<file path="src/rtl/alu_req_arbiter.sv">
// Purpose : round-robin share of one ALU between two requesters; latches the winner's operands,
//           waits LAT cycles for the ALU, captures result + flags and returns them with DONE.
// Latency : GNT one cycle after the request edge E0, DONE after E0+LAT+1; one op per LAT+2 cycles.
// Backpress: requesters hold REQ + bundle until GNT; REQ is ignored while an op is in flight (BUSY).
//
// Ports:
//   CLK, RST                 clock, synchronous active-high reset
//   REQ[1:0]                 per-requester pending flag
//   REQ_OPA/OPB/CMD/MODE/CIN/INP_VALID   packed {req1, req0} operand bundles
//   GNT[1:0], DONE[1:0]      one-cycle pulses: bundle sampled / result valid on RSP_*
//   BUSY                     operation in flight
//   RSP_RES, RSP_FLAGS       captured ALU result and {COUT,OFLOW,ERR,E,G,L}
//   ALU_*  (out)             registered operand bundle driven to the ALU
//   ALU_RES, ALU_COUT..ALU_L (in)  ALU outputs
module alu_req_arbiter #(
  parameter int N         = 8,
  parameter int CMD_WIDTH = 4,
  parameter int LAT       = 2
) (
  input  logic                   CLK,
  input  logic                   RST,
  input  logic [1:0]             REQ,
  input  logic [2*N-1:0]         REQ_OPA,
  input  logic [2*N-1:0]         REQ_OPB,
  input  logic [2*CMD_WIDTH-1:0] REQ_CMD,
  input  logic [1:0]             REQ_MODE,
  input  logic [1:0]             REQ_CIN,
  input  logic [3:0]             REQ_INP_VALID,
  output logic [1:0]             GNT,
  output logic [1:0]             DONE,
  output logic                   BUSY,
  output logic [2*N-1:0]         RSP_RES,
  output logic [5:0]             RSP_FLAGS,
  output logic                   ALU_CE,
  output logic                   ALU_MODE,
  output logic                   ALU_CIN,
  output logic [N-1:0]           ALU_OPA,
  output logic [N-1:0]           ALU_OPB,
  output logic [CMD_WIDTH-1:0]   ALU_CMD,
  output logic [1:0]             ALU_INP_VALID,
  input  logic [2*N-1:0]         ALU_RES,
  input  logic                   ALU_COUT,
  input  logic                   ALU_OFLOW,
  input  logic                   ALU_ERR,
  input  logic                   ALU_E,
  input  logic                   ALU_G,
  input  logic                   ALU_L
);

  typedef enum logic {IDLE, WAIT} state_t;

  typedef struct packed {
    logic [N-1:0]         opa;
    logic [N-1:0]         opb;
    logic [CMD_WIDTH-1:0] cmd;
    logic                 mode;
    logic                 cin;
    logic [1:0]           iv;
  } bundle_t;

  // Truncated to the 4-bit counter on purpose: with LAT=15 the target is 16, which the
  // counter reaches as 0 after wrapping from 15. The counter is reloaded with 1 on every
  // issue, so 0 can only mean "16 edges since issue".
  localparam logic [3:0] CNT_DONE = 4'(LAT + 1);

  state_t      state, state_nxt;
  logic [3:0]  cnt, cnt_nxt;
  logic        ptr, ptr_nxt;      // last granted requester
  logic        owner, owner_nxt;  // requester of the op in flight
  logic        win;
  bundle_t     bun0, bun1, bun_q, bun_nxt;
  logic        ce_nxt, busy_nxt;
  logic [1:0]  gnt_nxt, done_nxt;
  logic [2*N-1:0] res_nxt;
  logic [5:0]  flags_nxt;

  assign bun0 = {REQ_OPA[N-1:0], REQ_OPB[N-1:0], REQ_CMD[CMD_WIDTH-1:0],
                 REQ_MODE[0], REQ_CIN[0], REQ_INP_VALID[1:0]};
  assign bun1 = {REQ_OPA[2*N-1:N], REQ_OPB[2*N-1:N], REQ_CMD[2*CMD_WIDTH-1:CMD_WIDTH],
                 REQ_MODE[1], REQ_CIN[1], REQ_INP_VALID[3:2]};

  assign ALU_OPA       = bun_q.opa;
  assign ALU_OPB       = bun_q.opb;
  assign ALU_CMD       = bun_q.cmd;
  assign ALU_MODE      = bun_q.mode;
  assign ALU_CIN       = bun_q.cin;
  assign ALU_INP_VALID = bun_q.iv;

  always_comb begin
    state_nxt = state;
    cnt_nxt   = cnt;
    ptr_nxt   = ptr;
    owner_nxt = owner;
    bun_nxt   = bun_q;
    ce_nxt    = ALU_CE;
    busy_nxt  = BUSY;
    gnt_nxt   = 2'b00;
    done_nxt  = 2'b00;
    res_nxt   = RSP_RES;
    flags_nxt = RSP_FLAGS;
    win       = 1'b0;
    case (state)
      IDLE: begin
        if (REQ != 2'b00) begin
          // Under contention the requester that did not win last time goes next.
          win          = (REQ == 2'b11) ? ~ptr : REQ[1];
          bun_nxt      = win ? bun1 : bun0;
          ce_nxt       = 1'b1;
          busy_nxt     = 1'b1;
          gnt_nxt[win] = 1'b1;
          cnt_nxt      = 4'd1;
          ptr_nxt      = win;
          owner_nxt    = win;
          state_nxt    = WAIT;
        end
      end
      WAIT: begin
        cnt_nxt = cnt + 4'd1;
        if (cnt == CNT_DONE) begin
          res_nxt          = ALU_RES;
          flags_nxt        = {ALU_COUT, ALU_OFLOW, ALU_ERR, ALU_E, ALU_G, ALU_L};
          done_nxt[owner]  = 1'b1;
          ce_nxt           = 1'b0;
          bun_nxt.iv       = 2'b00;
          busy_nxt         = 1'b0;
          state_nxt        = IDLE;
        end
      end
      default: state_nxt = IDLE;
    endcase
  end

  always_ff @(posedge CLK) begin
    if (RST) begin
      state     <= IDLE;
      cnt       <= 4'd0;
      ptr       <= 1'b1;
      owner     <= 1'b0;
      bun_q     <= '0;
      ALU_CE    <= 1'b0;
      BUSY      <= 1'b0;
      GNT       <= 2'b00;
      DONE      <= 2'b00;
      RSP_RES   <= '0;
      RSP_FLAGS <= '0;
    end else begin
      state     <= state_nxt;
      cnt       <= cnt_nxt;
      ptr       <= ptr_nxt;
      owner     <= owner_nxt;
      bun_q     <= bun_nxt;
      ALU_CE    <= ce_nxt;
      BUSY      <= busy_nxt;
      GNT       <= gnt_nxt;
      DONE      <= done_nxt;
      RSP_RES   <= res_nxt;
      RSP_FLAGS <= flags_nxt;
    end
  end

endmodule
</file>
<file path="config.mk">
export PLATFORM = sky130hd
export DESIGN_NAME = alu_req_arbiter
export DESIGN_NICKNAME = d
export VERILOG_FILES = /design/src/rtl/alu_req_arbiter.sv
export SDC_FILE = /design/constraint.sdc
export NUM_CORES = 1
export LEC_CHECK = 0
export ABC_AREA = 1
export CORE_AREA = 10 10 87 89
export CTS_CLUSTER_SIZE = 14
export DETAILED_ROUTE_END_ITERATION = 6
export DIE_AREA = 0 0 97 99
export PLACE_DENSITY = 0.84
export SYNTH_ARGS = -nofsm -noshare
export SYNTH_HDL_FRONTEND = slang
export SYNTH_SLANG_ARGS = --single-unit
</file>
<file path="constraint.sdc">
create_clock -name CLK -period 2.55 [get_ports CLK]
set_input_delay 0.51 -clock CLK [delete_from_list [all_inputs] [get_ports CLK]]
set_output_delay 0.51 -clock CLK [all_outputs]
set_load 0.005 [all_outputs]
</file>
=== Yosys cells after proc, flatten, opt, wreduce, memory -nomap -nowiden ===
Index checks and enable logic that the tools add are counted.

* Register bits after elaboration: 58

* Eq/ne operators: 4
* Add/sub/neg operators: 1
* Mux-type cells: 17
* Bitwise operators: 4
* Reduce and logical (&&, ||, !) cells: 8
* Magnitude comparators: 4

{| class="wikitable"
|+ Operators with widths
! operator !! count
|-
| 24-bit two-way mux || 1
|-
| 4-bit one-hot mux with 2 select lines || 1
|-
| 1-bit two-way mux || 7
|-
| 2-bit AND reduction || 3
|-
| 3-bit OR reduction || 2
|-
| 4-bit by 1-bit adder with 4-bit output (second input constant) || 1
|-
| 4-bit by 2-bit equality test with 1-bit output (second input constant) || 1
|-
| 1-bit by 2-bit less-than comparator with 1-bit output (second input constant) || 2
|-
| 2-bit two-way mux || 2
|-
| 4-bit two-way mux || 1
|-
| 1-bit inverter || 4
|-
| 1-bit one-hot mux with 2 select lines || 2
|-
| 2-bit one-hot mux with 2 select lines || 1
|-
| 1-bit demux with 1-bit select || 2
|-
| 2-bit equality test (second input constant) || 1
|-
| 1-bit greater-or-equal comparator (second input constant) || 2
|-
| 1-bit logical AND || 2
|-
| 2-bit by 1-bit != test with 1-bit output (second input constant) || 1
|-
| 2-bit != test (second input constant) || 1
|-
| 2-bit nonzero test || 1
|}

=== Logic depth before layout (Yosys ltp) ===
Gate-level depths: netlist of the first run.

* Depth in word-level cells: 6
* Depth in mapped cells: 8

=== Worst setup path before layout of the first run ===
OpenSTA, ideal clock, no wires.

* Path kind: input to register
* Start: input port REQ[0]
* End: register bun_q, in the netlist ALU_CMD[0]
* Arrival: 1.137 ns
* Stages: 7
* Setup slack: 1.300 ns
* Setup time: 0.112 ns
* Data required time: 2.438 ns
* Cells stage by stage: nand2_2 -> nand2_4 -> inv_2 -> clkbuf_2 -> or2_0 -> nand2_1 -> nand2_1

* Longest elaborated chain between the ends: 3
* Elaborated cells on any way between the ends: 5

{| class="wikitable"
|+ Ends and longest elaborated chain
! what !! RTL line !! source
|-
| from (decl) || 22 || <nowiki>input logic [1:0] REQ,</nowiki>
|-
| 2-bit equality test || 106 || <nowiki>win = (REQ == 2'b11) ? ~ptr : REQ[1];</nowiki>
|-
| 1-bit two-way mux || 106 ||
|-
| 24-bit two-way mux || 107 || <nowiki>bun_nxt = win ? bun1 : bun0;</nowiki>
|-
| to (signal assigned) || 151 || <nowiki>bun_q <= bun_nxt;</nowiki>
|-
| to (decl) || 71 || <nowiki>bundle_t bun0, bun1, bun_q, bun_nxt;</nowiki>
|}

Several ways; a longest one is shown, not always the timed one.
A chain may end at the register's enable or synchronous reset.

=== Worst setup path in the final report of the first run ===
* Start: register bun_q, in the netlist ALU_CMD[3]
* End: output port ALU_CMD[3]

{| class="wikitable"
|+ RTL lines
! what !! RTL line !! source
|-
| to (decl) || 39 || <nowiki>output logic [CMD_WIDTH-1:0] ALU_CMD,</nowiki>
|}

No word-level cell between the ends.

==> run summary, run 1 <==
Dividing the synthesized area by the synthesized cell count gives 7.32 µm². Of all cell types, the one taking the most synthesized area is sky130_fd_sc_hd__dfxtp_1. Height of the die: 99 µm.

The critical path buffer and inverter count works out to 1. The share of flip-flops with an asynchronous set or reset was 0; the global routing usage summed across all routing layers was 0.150. The startpoint of the most critical register-to-register path was cnt[0]. Max-capacitance violation count: 0. Broken down by cell family, the worst path's largest delay share belongs to buffers and inverters. Yosys mapped a number of flops with a built-in enable equal to 0. The final number of max-transition violations is 0, and the final critical delay including setup and external delays is 1730 ps.

Clock-pin slew was measured on the worst setup and hold paths at 60 ps. At the pin with the least slew margin, the transition time is 493 ps. For the number of global-route vias before repair, the log shows 2,438.

The headroom to the max-slew limit is 0.670, and the maximum fanout encountered on the critical timing path is 2. In this run the worst setup path begins at ALU_CMD[3]. The total count of hold-check failures in the final report came out at 0.

The tools report the placeable core region as 0.00585 mm². STA classifies the critical path endpoint as an output pin. Setup slack on the worst reg-to-reg path comes out at 960 ps.

By count the netlist is led by sky130_fd_sc_hd__nand2_1, sky130_fd_sc_hd__dfxtp_1, sky130_fd_sc_hd__nor2_1, sky130_fd_sc_hd__nand3_1, sky130_fd_sc_hd__or2_0. The cell area that synthesis handed to floorplanning was 0.00244 mm². The tools report the part of the Yosys area used for sequential elements as 0.475.

After detailed routing, the number of remaining DRC violations is 0. The synthesized net count is 409, and the count of hold-fix buffers inserted at cts is 0. The area fraction of the dominant cell type after synthesis is 0.475, and the effective utilization at floorplan is 0.418. The count of input and output buffers works out to 125.

Hold is met by 418 ps. The maximum vdd drop came out at 0.289 mV. The run finished with clean final reports. The HPWL after detailed placement is 5650 µm. The number of cells traversed by the worst hold path is 1. The initial antenna violation count was 0; the final total negative setup slack was 0 ps.

The total via count after detailed routing is 2,435. The number of buffers created by CTS was 9; the average wire length per cell after detail routing was 13.6 µm. The first detailed-routing pass ran for 4 iterations. For this design the static power due to leakage is 1.73 nW.

Row generation in the floorplan step produced 28 rows. In this run, post-CTS repair resized a total of 0 instances. Hold-critical path endpoint: DONE[0]. The logs give 0 for the number of buffers inserted to repair setup after CTS and 8.79 ps for the final setup skew. Setup repair after global routing left no endpoint under its margin. Once placement completed, the tool counted placed cells totaling 520.

By instance count, the leading cell after synthesis is sky130_fd_sc_hd__nand2_1. The slowest stage of the critical path belongs to the cell sky130_fd_sc_hd__clkdlybuf4s50_1. For the routability-driven placement congestion ratio, the log shows 0.823. For the worst setup path, the data arrival time is 1220 ps. The post-layout instance count excluding filler cells is 536. The detailed router finished its first iteration with 71 violations. The tools report the number of I/O pins as 126. The run gives 58 as the total number of clock tree sinks. CTS placed an instance of sky130_fd_sc_hd__clkbuf_8 at the clock tree root.

The first global-routing pass estimated 11,800 µm of wire. TritonCTS built the clock tree. The insertion delay to the later sink of the worst-skew pair was 330 ps; the Yosys warning count was 0. In the post-synthesis netlist, the biggest area contributors are sky130_fd_sc_hd__dfxtp_1, sky130_fd_sc_hd__nand2_1, sky130_fd_sc_hd__nor2_1. Summed over all layers, the global routing overflow is 0. The number of antenna diodes in the final layout is 0. Using the TritonRoute via totals, the vias-per-cell ratio works out to 4.54.

The die span in x is 97 µm, and the share of layout cells above drive strength 1 is 0.0824. For this run, the leading register cell type out of synthesis is sky130_fd_sc_hd__dfxtp_1. In this run the remaining antenna-violating nets after routing total 0. For the number of instances in the synthesized netlist, the log shows 334. The number of cells on the worst reg-to-reg path is 7. The class of the tightest hold or removal check was register to register.

Setup violations remaining at the end of the flow were counted as 0. The achievable frequency was 0.578 GHz. The final layout contains 531 nets. The critical path goes through clkdlybuf4s50_1.

Classification of the worst setup path: register to output pin. For this block, the routed nets add up to 7310 µm of wire. On the worst path, the slowest cell contributes a delay of 530 ps.

The number of buffers on the longest clock path came out at 2. Start point of the worst min-delay path: owner. The end of the worst register-to-register path was DONE[1]. Power spread over the standard cell area amounts to 559 mW/mm². The floorplan die area is 0.00960 mm². Entering global routing, the biggest net connects 28 pins. Number of synthesized register bits: 58. The tools report the category of the worst setup path launch point as a register.

The netlist uses 23 different library cells. The final clock period utilization by the worst path was 0.678; the area growth from synthesis to final layout was 58.6%. STA puts the critical path data required time at 2040 ps. The H-tree was split into 3 levels.
-- cell usage in the layout (no fill, tap or decap), drive strengths merged --
cell type	count
clkbuf	14
o22ai	1
nand2	130
nor2	55
or2	22
dfxtp	58
clkinv	1
o21ai	1
o211ai	2
bufinv	1
clkdlybuf4s50	125
buf	2
nand3	29
a21oi	5
ha	1
inv	14
-- registers in the layout, indices dropped and copies added (netlist names) --
register,count
GNT,2
ALU_MODE,1
cnt,4
ALU_OPB,8
RSP_FLAGS,6
state,1
ptr,1
DONE,2
owner,1
ALU_CIN,1
RSP_RES,16
ALU_OPA,8
ALU_CMD,4
ALU_INP_VALID,2
ALU_CE,1
-- cell type report --
| cell class | instances | area (µm²) |
|---|---|---|
| multi-input combinational | 246 | 1110 |
| inverter | 14 | 52.6 |
| sequential | 58 | 1160 |
| timing repair buffer | 127 | 1270 |
| clock buffer | 14 | 163 |
| tap | 75 | 93.8 |
| clock inverter | 2 | 35.0 |
| fill | 502 | 1970 |
-- logic make-up (layout without fill, tap and decap cells) --
kind of cell | count (synthesis) | after routing | share of synthesized area
AOI/OAI and AO/OA | 9 | 9 | 0.0225
DFF | 58 | 58 | 0.475
and+or+nand+nor | 236 | 236 | 0.425
buffers and inverters | 30 | 157 | 0.0722
adders and majority gates | 1 | 1 | 0.00512
-- stage by stage --
step,area [µm²],utilization,setup slack (ps),power [mW]
4_1_cts,3880,0.663,785,2.20
2_1_floorplan,2440,-,1300,1.13
5_1_grt,3880,0.663,710,2.27
3_5_place_dp,3680,0.629,494,1.35
3_3_place_gp,3680,0.629,553,1.35
6_report,3880,0.663,821,2.17
-- worst max-delay path by stage --
stage	to	slack, ps	cells after the start
after floorplan	ALU_CMD[0]	1300	7
after global placement	ALU_OPB[3]	550	7
after detailed placement	ALU_OPA[5]	490	6
after CTS	ALU_CMD[3]	790	1
after global routing	ALU_OPB[4]	710	6
final	ALU_CMD[3]	820	1
-- where the power goes --
group	leakage (nW)	switching [mW]	internal, mW
Combinational	1.16	0.138	0.212
Sequential	0.474	0.0283	0.953
Clock	0.101	0.334	0.504
Total	1.73	0.500	1.67
-- routing by layer --
metal  vias to the layer above  wire length, µm  GRT usage
li1                       1267                -          -
met1                      1044             3310      0.179
met2                       118             3000      0.216
met3                         6              936     0.0880
met4                         0               57     0.0545
met5                         -                0          0
Power figures use the tool's default switching activity.
==> inputs of run 2 (changes only) <==
--- a/config.mk
+++ b/config.mk
@@ -6,11 +6,11 @@
 export NUM_CORES = 1
 export LEC_CHECK = 0
 export ABC_AREA = 1
-export CORE_AREA = 10 10 87 89
+export CORE_AREA = 10 10 90 92
 export CTS_CLUSTER_SIZE = 14
 export DETAILED_ROUTE_END_ITERATION = 6
-export DIE_AREA = 0 0 97 99
-export PLACE_DENSITY = 0.84
+export DIE_AREA = 0 0 100 102
+export PLACE_DENSITY = 0.78
 export SYNTH_ARGS = -nofsm -noshare
 export SYNTH_HDL_FRONTEND = slang
 export SYNTH_SLANG_ARGS = --single-unit
==> constraint.sdc (replaced) <==
create_clock -name CLK -period 1.65 [get_ports CLK]
set_input_delay 0.33 -clock CLK [delete_from_list [all_inputs] [get_ports CLK]]
set_output_delay 0.33 -clock CLK [all_outputs]
set_load 0.005 [all_outputs]
==> run summary, run 2 (synthesized netlist as in run 1, its figures left out) <==
The run finished with clean final reports. Number of vias per cell: 4.50 (was 4.54). The number of buffers inserted to repair setup after CTS came out at 0 (unchanged).

The run gives 3.55 mW (was 2.17 mW) as the total power after layout. TritonCTS built the clock tree. The areal power density over the cells is 881 mW/mm² (was 559 mW/mm²), and the total count of hold-check failures in the final report is 0 (unchanged).

The register name with the most flops was RSP_RES (unchanged). The buffer type at the clock tree root was sky130_fd_sc_hd__clkbuf_8 (unchanged). The run gives 0 (unchanged) as the total inserted antenna cells.

The height of the die is 102 µm (was 99 µm), and the count of nets left with antenna violations after detail routing is 0 (unchanged). The die span in x is 100 µm (was 97 µm), and the achievable frequency is 0.641 GHz. The largest delay contributor family on the critical path was buffers and inverters (unchanged). The starting DRC count in detailed routing is 44 (was 71), and the number of buffers created by CTS is 9 (unchanged). The tools report the category of the worst setup path launch point as a register (unchanged). The run gives 0.643 (was 0.663) as the end-of-flow core utilization. The endpoint kind of the worst setup timing path was an output pin (unchanged). The max-capacitance violation count is 0 (unchanged).

For the total number of clock tree sinks, the log shows 58 (unchanged). Most common library cell in the layout ignoring fill and taps: sky130_fd_sc_hd__clkdlybuf4s50_1 (unchanged). The area growth from synthesis to final layout was 65.0% (was 58.6%); the standby leakage power was 1.81 nW (was 1.73 nW). The insertion delay to the later sink of the worst-skew pair was 330 ps (about the same); the CTS clock-pin slew for the worst setup and hold paths was 70 ps (was 60 ps).

The average wire length per cell after detail routing works out to 13.3 µm (was 13.6 µm). The tools report the total via count after detailed routing as 2,482 (was 2,435). The logs give 7350 µm (was 7310 µm) for the wire length reported by the detailed router and 11,800 µm (about the same) for the first-pass GRT wire length. The tools report the startpoint of the most critical register-to-register path as cnt[0] (unchanged).

For the post-route worst hold slack, the log shows 403 ps (was 418 ps). CP Cell Sequence: clkdlybuf4s50_1 (unchanged). The maximum vdd drop was 0.564 mV (was 0.289 mV); the HPWL after detailed placement was 5880 µm (was 5650 µm). The logs give 535 (was 520) for the placed instance count and 551 (was 536) for the post-layout instance count excluding filler cells.

The arrival time of data at the critical path endpoint was 1230 ps (was 1220 ps); the worst path required time was 1320 ps (was 2040 ps). The classification of the worst setup path is register to output pin (unchanged). Setup repair after global routing left no endpoint under its margin.

The final critical delay including setup and external delays was 1560 ps; the number of flip-flops in the largest register was 16 (unchanged). The tools report the pin count of the biggest net entering global routing as 24 (was 28). Headroom to the max-slew limit: 0.799 (was 0.670).

Class of the tightest hold or removal check: register to register (unchanged). For the final count of negative-setup-slack endpoints, the log shows 0 (unchanged). The initial antenna violation count was 0 (unchanged); the number of global-route vias before repair was 2,491 (was 2,438). The count of hold-fix buffers inserted at cts is 0 (unchanged). The master of the slowest instance on the critical path is sky130_fd_sc_hd__clkdlybuf4s50_1 (unchanged). The routability-driven placement congestion ratio is 0.781 (was 0.823), and the number of DRC violations after detailed routing is 0 (unchanged).

The total congestion overflow was 0 (unchanged). The count of standard-cell rows is 29 (was 28), and the count of H-tree levels built during CTS is 3 (unchanged). The run gives 126 (unchanged) as the number of I/O pins.

The tools report the placeable core region as 0.00628 mm² (was 0.00585 mm²). The global routing usage summed across all routing layers came out at 0.142 (was 0.150). Leading cell types in the layout, fill and taps excluded: sky130_fd_sc_hd__clkdlybuf4s50_1, sky130_fd_sc_hd__nand2_1, sky130_fd_sc_hd__dfxtp_1 (unchanged). Share of layout cells above drive strength 1: 0.116 (was 0.0824). The number of gates given a new drive strength after cts was 0 (unchanged); the critical path buffer and inverter count was 1 (unchanged). The tools report the number of optimization iterations in the first detailed-route pass as 4 (unchanged). The effective utilization at floorplan came out at 0.389 (was 0.418). The final setup skew is 5.39 ps (was 8.79 ps). The largest stage delay on the critical path is 540 ps (was 530 ps). Launch point of the critical path: ALU_OPA[4] (was ALU_CMD[3]). Maximum fanout encountered on the critical timing path: 2 (unchanged).

The tools report the start point of the worst min-delay path as owner (unchanged). The number of nets at the end of the flow is 544 (was 531), and the floorplan die area is 0.0102 mm² (was 0.00960 mm²). The count of input and output buffers was 125 (unchanged). The final clock period utilization by the worst path is 0.946, and the transition time at the pin with the least slew margin is 301 ps (was 493 ps). The final number of max-transition violations is 0 (unchanged), and the number of buffers on the longest clock path is 2 (unchanged).
## run 2: cell types whose count changed in the layout (fill, tap and decap cells not counted), sizes merged
cell	delta
clkbuf	-5
buf	+13
inv	+1
clkinv	+2
bufinv	+1
clkinvlp	+1
## run 2: final cells by class
cell class / count / area (µm²)
clock buffers: 9 / 124
well taps: 77 / 96.3
fillers: 529 / 2240
clock inverters: 7 / 103
multi-input cells: 246 / 1110
inverters: 14 / 52.6
repair buffers: 140 / 1390
flip-flops and latches: 58 / 1160
## run 2: path summary, 6_finish.rpt
check	to	slack, ps	cells past startpoint
worst min register to register	DONE[0]	400	1
worst min-delay path	DONE[0]	400	1
worst max-delay path	ALU_OPA[4]	90	1
worst max register to register	RSP_RES[2]	320	8
## run 2: metrics by stage
step | TNS [ps] | cell area (µm²) | setup slack [ps]
after floorplan | 0 | 2440 | 457
after global placement | 0 | 3810 | 19.5
after detailed placement | -69.2 | 3810 | -19.7
after CTS | 0 | 4030 | 17.4
after global routing | 0 | 4030 | 13.2
final | 0 | 4030 | 89.0
## run 2: where the power goes
group	switching (mW)	internal [mW]	leakage, nW
clock	0.601	0.862	0.110
combinational	0.216	0.357	1.23
sequential	0.0451	1.47	0.474
## run 2: per-layer routing
layer | vias to the layer above | global-route usage | part of all wire
met5 | - | 0 | 0
met4 | 0 | 0.0467 | 0.0075
met3 | 6 | 0.0924 | 0.15
met2 | 109 | 0.221 | 0.44
met1 | 1073 | 0.154 | 0.40
li1 | 1294 | - | -
==> inputs of run 3 (changes only) <==
--- a/config.mk
+++ b/config.mk
@@ -6,11 +6,11 @@
 export NUM_CORES = 1
 export LEC_CHECK = 0
 export ABC_AREA = 1
-export CORE_AREA = 10 10 90 92
+export CORE_AREA = 10 10 87 89
 export CTS_CLUSTER_SIZE = 14
 export DETAILED_ROUTE_END_ITERATION = 6
-export DIE_AREA = 0 0 100 102
-export PLACE_DENSITY = 0.78
+export DIE_AREA = 0 0 97 99
+export PLACE_DENSITY = 0.84
 export SYNTH_ARGS = -nofsm -noshare
 export SYNTH_HDL_FRONTEND = slang
 export SYNTH_SLANG_ARGS = --single-unit
==> constraint.sdc (replaced) <==
create_clock -name CLK -period 1.89 [get_ports CLK]
set_input_delay 0.378 -clock CLK [delete_from_list [all_inputs] [get_ports CLK]]
set_output_delay 0.378 -clock CLK [all_outputs]
set_load 0.005 [all_outputs]
==> run summary, run 3 (synthesized netlist as in run 1, its figures left out) <==
The largest stage delay on the critical path was 520 ps (was 540 ps); the total count of hold-check failures in the final report was 0 (unchanged). For the end-of-flow core utilization, the log shows 0.673 (was 0.643). The final number of max-transition violations is 0 (unchanged). Number of gates given a new drive strength after cts: 0 (unchanged). The average wire length per cell after detail routing is 13.3 µm (about the same), and the count of H-tree levels built during CTS is 3 (unchanged). Final critical delay including setup and external delays: 1580 ps. The class of the tightest hold or removal check is register to register (unchanged). The max-capacitance violation count came out at 0 (unchanged). The CTS clock-pin slew for the worst setup and hold paths was 60 ps (was 70 ps); the count of hold-fix buffers inserted at cts was 0 (unchanged). The areal power density over the cells was 749 mW/mm² (was 881 mW/mm²); the number of buffers inserted to repair setup after CTS was 0 (unchanged). The register name with the most flops is RSP_RES (unchanged).

CP Cell Sequence: clkdlybuf4s50_1 (unchanged). The tools report the endpoint kind of the worst setup timing path as an output pin (unchanged). The first-pass GRT wire length is 11,200 µm (was 11,800 µm).

The height of the die was 99 µm (was 102 µm). The tools report the routability-driven placement congestion ratio as 0.801 (was 0.781). The count of nets left with antenna violations after detail routing was 0 (unchanged). Leading cell types in the layout, fill and taps excluded: sky130_fd_sc_hd__clkdlybuf4s50_1, sky130_fd_sc_hd__nand2_1, sky130_fd_sc_hd__dfxtp_1 (unchanged). The initial antenna violation count was 0 (unchanged).

Worst path required time: 1510 ps (was 1320 ps). The total via count after detailed routing came out at 2,420 (was 2,482). Most common library cell in the layout ignoring fill and taps: sky130_fd_sc_hd__clkdlybuf4s50_1 (unchanged). The number of vias per cell is 4.48 (was 4.50), and the final total negative setup slack is 0 ps (unchanged). The insertion delay to the later sink of the worst-skew pair is 320 ps (was 330 ps), and the number of buffers created by CTS is 9 (unchanged). The starting DRC count in detailed routing came out at 62 (was 44). HPWL after detailed placement: 5540 µm (was 5880 µm). The tools report the placeable core region as 0.00585 mm² (was 0.00628 mm²). The run finished with clean final reports.

The die span in x was 97 µm (was 100 µm); the count of input and output buffers was 125 (unchanged). The effective utilization at floorplan was 0.418 (was 0.389); the achievable frequency was 0.632 GHz. Maximum vdd drop: 0.380 mV (was 0.564 mV).

The largest delay contributor family on the critical path was buffers and inverters (unchanged). The logs give 0 (unchanged) for the number of DRC violations after detailed routing and 28 (was 29) for the count of standard-cell rows. Arrival time of data at the critical path endpoint: 1210 ps (was 1230 ps). The number of I/O pins was 126 (unchanged). For the wire length reported by the detailed router, the log shows 7180 µm (was 7350 µm). The number of nets at the end of the flow was 536 (was 544); the total inserted antenna cells was 0 (unchanged). The category of the worst setup path launch point was a register (unchanged).

The number of optimization iterations in the first detailed-route pass was 4 (unchanged). The final clock period utilization by the worst path came out at 0.838. The logs give 0 (unchanged) for the final count of negative-setup-slack endpoints and 0.142 (about the same) for the global routing usage summed across all routing layers. The critical path buffer and inverter count was 1 (unchanged); the headroom to the max-slew limit was 0.766 (was 0.799). The share of layout cells above drive strength 1 was 0.0946 (was 0.116). The total congestion overflow was 0 (unchanged). The run gives 0.00960 mm² (was 0.0102 mm²) as the floorplan die area. TritonCTS built the clock tree. The classification of the worst setup path was register to output pin (unchanged). The number of flip-flops in the largest register was 16 (unchanged); the total number of clock tree sinks was 58 (unchanged). The run gives 2 (unchanged) as the number of buffers on the longest clock path.

The area growth from synthesis to final layout was 61.0% (was 65.0%); the final setup skew was 3.61 ps (was 5.39 ps). Master of the slowest instance on the critical path: sky130_fd_sc_hd__clkdlybuf4s50_1 (unchanged). Buffer type at the clock tree root: sky130_fd_sc_hd__clkbuf_8 (unchanged).

The pin count of the biggest net entering global routing came out at 28 (was 24). The transition time at the pin with the least slew margin is 350 ps (was 301 ps). Setup repair after global routing left no endpoint under its margin.

The run gives 1.76 nW (was 1.81 nW) as the standby leakage power. The maximum fanout encountered on the critical timing path came out at 3 (was 2). For the number of global-route vias before repair, the log shows 2,334 (was 2,491).
[run 3: report_power, final]
part	internal, mW	switching [mW]	total [mW]
Sequential	1.29	0.0347	1.32
Clock	0.708	0.438	1.15
Combinational	0.294	0.187	0.481
[run 3: per-stage QoR]
stage                     instances  setup slack, ps  power [mW]  hold WS (ps)  cell area [µm²]
after floorplan                 334              697        1.53           391             2440
final                           540              307        2.95           410             3940
after CTS                       540              280        2.99           412             3940
after global routing            540              253        3.08           448             3940
after global placement          525              103        1.83           405             3730
after detailed placement        525             67.7        1.83           404             3730
[run 3: area by class of cell]
class	instances	area (µm²)
Multi-Input combinational cell	246	1110
Inverter	14	52.6
Timing Repair Buffer	132	1320
Clock buffer	13	169
Clock inverter	2	35.0
Sequential cell	58	1160
Fill cell	501	1920
Tap cell	75	93.8
[run 3: worst paths after layout]
path	startpoint	to	slack (ps)	cells after the start
worst max-delay path	ALU_CE	BUSY	310	1
worst min-delay path	owner	DONE[0]	410	1
worst max register to register	cnt[1]	DONE[0]	480	8
worst min register to register	owner	DONE[0]	410	1
[run 3: routing by layer]
| metal | routed length, µm | vias to the layer above | track usage |
|---|---|---|---|
| li1 | - | 1274 | - |
| met1 | 3160 | 1030 | 0.156 |
| met2 | 2940 | 108 | 0.214 |
| met3 | 1020 | 8 | 0.0929 |
| met4 | 52 | 0 | 0.0579 |
| met5 | 0 | - | 0 |
